===== config.mk =====
export PLATFORM = sky130hd
export DESIGN_NAME = pwm_ramp_ctrl_flat
export DESIGN_NICKNAME = d
export VERILOG_FILES = /design/src/rtl/pwm_ramp_ctrl_if.sv /design/src/rtl/pwm_ramp_ctrl.sv /design/src/flat_wrapper.sv
export SDC_FILE = /design/constraint.sdc
export NUM_CORES = 1
export LEC_CHECK = 0
export CORE_UTILIZATION = 35
export CTS_CLUSTER_DIAMETER = 150
export DETAILED_ROUTE_END_ITERATION = 6
export PLACE_DENSITY_LB_ADDON = 0.15
export SETUP_SLACK_MARGIN = 0.2
export SYNTH_ARGS = -nofsm -noshare
export SYNTH_HDL_FRONTEND = slang
export SYNTH_SLANG_ARGS = --single-unit

===== constraint.sdc =====
create_clock -name clk -period 4.3 [get_ports clk]
set_input_delay 0.86 -clock clk [delete_from_list [all_inputs] [get_ports clk]]
set_output_delay 0.86 -clock clk [all_outputs]
set_load 0.01 [all_outputs]

===== src/rtl/pwm_ramp_ctrl_if.sv =====
// Command/status bundle between the SPI receive stage and the PWM ramp controller.
interface pwm_ramp_ctrl_if;
    logic [7:0] control_value;
    logic       enable;
    logic       pwm_out;
    logic [7:0] duty_cur;
    logic       at_target;

    modport master (
        output control_value,
        output enable,
        input  pwm_out,
        input  duty_cur,
        input  at_target
    );

    modport slave (
        input  control_value,
        input  enable,
        output pwm_out,
        output duty_cur,
        output at_target
    );
endinterface


===== src/rtl/pwm_ramp_ctrl.sv =====
// Slew-limited PWM driver: duty walks toward the SPI command at STEP per RAMP_DIV cycles,
// and the comparator only sees a new duty at the 256-cycle period boundary.
module pwm_ramp_ctrl #(
    parameter int RAMP_DIV = 1024,
    parameter int STEP     = 1
) (
    input  logic            clk,
    input  logic            rst,
    pwm_ramp_ctrl_if.slave  bus
);

    localparam int            PW        = $clog2(RAMP_DIV);
    localparam logic [PW-1:0] PRESC_MAX = PW'(RAMP_DIV - 1);
    localparam logic [8:0]    STEP9     = 9'(STEP);

    typedef enum logic [1:0] {HOLD, UP, DOWN} state_t;

    logic [7:0]    r_target;
    logic [7:0]    r_duty;
    logic [7:0]    r_shadow;
    logic [7:0]    r_pwm_cnt;
    logic [PW-1:0] r_presc;
    state_t        r_state;
    logic          r_pwm;
    logic          r_at;

    logic          w_tick;
    logic [7:0]    w_duty_nxt;
    state_t        w_state_nxt;

    // One step toward tgt, clamped so the result lands on tgt instead of passing it.
    function automatic logic [7:0] slew(input state_t st, input logic [7:0] tgt,
                                        input logic [7:0] cur);
        logic [8:0] diff;
        logic [8:0] mag;
        logic [8:0] res;
        diff = 9'd0;
        mag  = 9'd0;
        res  = {1'b0, cur};
        case (st)
            UP: begin
                diff = {1'b0, tgt} - {1'b0, cur};
                mag  = (diff < STEP9) ? diff : STEP9;
                res  = {1'b0, cur} + mag;
            end
            DOWN: begin
                diff = {1'b0, cur} - {1'b0, tgt};
                mag  = (diff < STEP9) ? diff : STEP9;
                res  = {1'b0, cur} - mag;
            end
            default: res = {1'b0, cur};
        endcase
        return res[7:0];
    endfunction

    function automatic state_t classify(input logic [7:0] tgt, input logic [7:0] cur);
        if (tgt > cur)
            return UP;
        else if (tgt < cur)
            return DOWN;
        else
            return HOLD;
    endfunction

    assign w_tick      = bus.enable && (r_presc == PRESC_MAX);
    assign w_duty_nxt  = w_tick ? slew(r_state, r_target, r_duty) : r_duty;
    // State looks ahead at the values target and duty will hold after this edge.
    assign w_state_nxt = classify(bus.control_value, w_duty_nxt);

    always_ff @(posedge clk or posedge rst) begin
        if (rst) begin
            r_target  <= 8'd0;
            r_duty    <= 8'd0;
            r_shadow  <= 8'd0;
            r_pwm_cnt <= 8'd0;
            r_presc   <= '0;
            r_state   <= HOLD;
            r_pwm     <= 1'b0;
            r_at      <= 1'b1;
        end else begin
            r_target <= bus.control_value;
            if (bus.enable) begin
                r_presc   <= (r_presc == PRESC_MAX) ? '0 : r_presc + PW'(1);
                r_pwm_cnt <= r_pwm_cnt + 8'd1;
                r_duty    <= w_duty_nxt;
                r_state   <= w_state_nxt;
                r_at      <= (w_state_nxt == HOLD);
            end else begin
                r_presc   <= '0;
                r_pwm_cnt <= 8'd0;
            end
            // Shadow reload at the period boundary keeps each PWM period glitch-free.
            if (r_pwm_cnt == 8'hFF)
                r_shadow <= r_duty;
            r_pwm <= bus.enable && (r_pwm_cnt < r_shadow);
        end
    end

    assign bus.pwm_out   = r_pwm;
    assign bus.duty_cur  = r_duty;
    assign bus.at_target = r_at;

endmodule


===== src/flat_wrapper.sv =====
// flat-port wrapper written by rule: the top's interface ports become plain ports
module pwm_ramp_ctrl_flat 
#(
    parameter int RAMP_DIV = 1024,
    parameter int STEP     = 1
)
  (clk, rst, bus_control_value, bus_enable, bus_pwm_out, bus_duty_cur, bus_at_target);
  pwm_ramp_ctrl_if bus_i ();
  input  logic clk;
  input  logic rst;
  input wire logic [$bits(bus_i.control_value)-1:0] bus_control_value;
  input wire logic [$bits(bus_i.enable)-1:0] bus_enable;
  output wire logic [$bits(bus_i.pwm_out)-1:0] bus_pwm_out;
  output wire logic [$bits(bus_i.duty_cur)-1:0] bus_duty_cur;
  output wire logic [$bits(bus_i.at_target)-1:0] bus_at_target;
  assign bus_i.control_value = bus_control_value;
  assign bus_i.enable = bus_enable;
  assign bus_pwm_out = bus_i.pwm_out;
  assign bus_duty_cur = bus_i.duty_cur;
  assign bus_at_target = bus_i.at_target;
  pwm_ramp_ctrl #(.RAMP_DIV(RAMP_DIV), .STEP(STEP)) u_core (.clk(clk), .rst(rst), .bus(bus_i));
endmodule

==> metrics.yaml <==
power:
  peakVddDrop_mv: 0.1469
  total_power_uw: 998.9
  power_switching_uw: 264.2
  p_clk_frac: 0.318
  sequentialPowerShare: 0.453
  leakagePower_nw: 2.072
  swShare: 0.2645
  p_comb_frac: 0.229
  powerDensity_nw_per_um2: 222.6
  internal_power_uw: 734.7
detailed_routing:
  drtPass1Iterations: 6
  via_count: 2580
  drc: 3
  dr.first_iter.drc_count: 55
  wl_per_cell_um: 13.96
  ant_nets: 0
  drt-total-wl_um: 7427
  vias_per_cell: 4.850
global_routing:
  antenna_found_initial: 0
  grt_use_total: 0.1616
  grt.overflow.total: 0
  grt_max_degree: 47
  first_global_vias: 2665
  grt_pass1_wl_um: 12420
worst_setup_path:
  critPathMaxFanout: 3
  path_class: "flip-flop to flip-flop"
  startpoint_type: "flip-flop"
  critPathArrivalTime_ns: 4.66
  cp-end-kind: "flip-flop"
  required_ns: 4.48
floorplan:
  dieHeight_um: 98.08
  die_width_um: 98.08
  core_region_area_um2: 8848
  rows: 34
  start_util: 0.3651
  die_area_um2: 9619
  boundaryPins: 21
synthesis:
  synth_nets: 403
  synth_top_area_cell: "dfrtp_1"
  synth_seq_area_share: 0.3567
  synth_area_per_cell_um2: 9.310
  ys_types: 48
  synth_area_leaders: "dfrtp_1, ha_1, inv_1, xnor2_1, xor2_1"
  synth_edf_count: 0
  synth_area_um2: 3231
  async_flop_share: 1.000
  synthFlopType: "dfrtp_1"
  yosys_warnings: 0
  synthCells: 347
  yosys.area.top_type_share: 0.3486
  synth.ff_latch_count: 46
sta:
  setup_viol: 3
  whs_ns: 0.4797
  worst_slack_ns: -0.1726
  slew_headroom: 0.3617
  fmax_ghz: 0.2236
  finClkSkew_ns: 0.008703
  hold_violations: 0
  slew_violations: 0
  fin_crit_sh: 1.040
  rsz0062_at_grt: "yes"
  min_period_ns: 4.473
  worst_slew_pin_slew_ns: 0.9561
cts:
  cts.clk_slew.worst_paths_ns: 0.09
  htree_levels: 2
  cts_tree: "yes"
  clock_tree.root_cell: "clkbuf_8"
  cts_buffer_depth: 2
  clock_sinks: 46
  cts_buffers: 5
  worst_skew_pair.late_latency_ns: 0.30
layout:
  final_cell_area_um2: 4488
  fin_cells: 532
  nets: 479
  fillCellCount: 817
  syn_to_final_growth_pct: 38.92
  mostFrequentLayoutCell: "buf_4"
  layout_common_cells: "buf_4, dfrtp_1, inv_1"
  drive_gt1_frac: 0.3302
  final_core_util: 0.5072
  n_antenna_cell: 0
hold_path:
  hold_class: "flip-flop to flip-flop"
job:
  cap_violations: 0
placement:
  hpwlAfterDp_um: 5767
  place_area_um2: 4068
  gp_congestion: 0.8282
  port_buffers: 20
  place_inst: 518
run_status:
  status: "finished, violations left"
  violations: "design-rule violations, negative setup slack"
==> synthesized netlist by cell type (2+ instances only) <==
| master | n |
|---|---|
| a2111oi_0 | 2 |
| a21o_1 | 9 |
| a21oi_1 | 13 |
| a31oi_1 | 3 |
| and2_1 | 10 |
| and3_1 | 7 |
| buf_2 | 2 |
| clkbuf_1 | 7 |
| dfrtp_1 | 45 |
| fa_1 | 3 |
| ha_1 | 42 |
| inv_1 | 36 |
| mux2_2 | 7 |
| mux2i_1 | 2 |
| nand2_1 | 19 |
| nand2b_1 | 8 |
| nand3_1 | 10 |
| nand3b_1 | 3 |
| nand4_1 | 3 |
| nor2_1 | 25 |
| nor2b_1 | 7 |
| nor4_1 | 3 |
| o21a_1 | 4 |
| o21ai_0 | 20 |
| o22ai_1 | 3 |
| or2_1 | 2 |
| or2_2 | 7 |
| xnor2_1 | 13 |
| xor2_1 | 13 |
==> stage by stage <==
| stage | setup TNS [ns] | setup WS (ns) |
|---|---|---|
| final | -0.4228 | -0.1726 |
| after global routing | -1.063 | -0.3555 |
| after CTS | -0.5089 | -0.1776 |
| after detailed placement | -0.8148 | -0.2968 |
| after global placement | -0.6987 | -0.2406 |
| after floorplan | 0 | 0.1459 |
==> state kept, by name, indices dropped and copies added, names as in the netlist <==
register / flops
u_core.r_pwm_cnt: 8
u_core.bus.duty_cur: 8
u_core.r_presc: 10
u_core.r_target: 8
u_core.r_shadow: 8
u_core.bus.pwm_out: 1
u_core.r_state: 2
u_core.bus.at_target: 1
==> final cells by class <==
cell class | count | area (um^2) | share of cell area
Multi-Input combinational cell | 256 | 2313 | 0.5155
Tap cell | 108 | 135.1 | 0.03011
Inverter | 36 | 135.1 | 0.03011
Timing Repair Buffer | 78 | 639.4 | 0.1425
Clock inverter | 3 | 40.04 | 0.008921
Sequential cell | 46 | 1156 | 0.2576
Clock buffer | 5 | 68.82 | 0.01533
==> worst max-delay path, cell delays in order (launching register included) <==
cell and delay, ns:
dfrtp_1 0.41, inv_2 0.08, ha_4 0.14, fa_2 0.20
nor2b_1 0.05, o21a_1 0.17, or4_4 0.54, a2111oi_4 0.39
a32oi_2 0.17, ha_2 0.23, fa_2 0.38, buf_4 0.15
xnor2_2 0.12, mux2_4 0.27, inv_1 0.09, ha_4 0.20
o21ai_1 0.08, nand2b_1 0.09, a21oi_2 0.18, o21ai_2 0.09
a31oi_4 0.20, o22ai_1 0.11
==> per-layer routing <==
| metal | wire length (um) | track usage | part of all wire |
|---|---|---|---|
| met1 | 3617 | 0.2136 | 0.49 |
| met2 | 3525 | 0.2725 | 0.47 |
| met3 | 127 | 0.02291 | 0.017 |
| met4 | 156 | 0.05128 | 0.021 |
| met5 | 0 | 0 | 0 |
==> power by group through the flow <==
stage               combinational [mW]  sequential (mW)  clock (mW)
finish                           0.229            0.452       0.318
global route                     0.251            0.454       0.351
CTS                              0.208            0.452       0.335
detailed placement               0.196            0.461           0
global placement                 0.193            0.461           0
floorplan                        0.121            0.459           0
==> path summary, 6_finish.rpt <==
kind / depth (start not counted) / start / to / slack (ns)
max: 21 / u_core.bus.duty_cur[0] / u_core.r_state[0] / -0.17
min: 1 / u_core.r_pwm_cnt[0] / u_core.r_pwm_cnt[0] / 0.48
max reg2reg: 21 / u_core.bus.duty_cur[0] / u_core.r_state[0] / -0.17
min reg2reg: 1 / u_core.r_pwm_cnt[0] / u_core.r_pwm_cnt[0] / 0.48
max in group asynchronous: 2 / rst / u_core.bus.duty_cur[1] / 2.56
min in group asynchronous: 2 / rst / u_core.r_presc[6] / 1.09
==> kinds of logic after synthesis <==
kind of cell | count (synthesis) | synth area share
AOI/OAI and AO/OA | 64 | 0.1247
xor gates and xnor gates | 26 | 0.07049
adders and majority gates | 45 | 0.1813
and+or+nand+nor | 111 | 0.1820
muxes | 9 | 0.03060
other | 1 | 0.001161
buffers and inverters | 45 | 0.05306
DFF | 46 | 0.3567
==> repair_timing <==
| item | in CTS | in global routing |
|---|---|---|
| gates resized for setup | 15 | 38 |
| pin swaps | 5 | 31 |
| endpoints found under the setup margin | 3 | 4 |
| buffers inserted | 1 | 5 |
| hold buffers | 0 | 0 |
No activity file was read; power rests on OpenSTA's default activity.
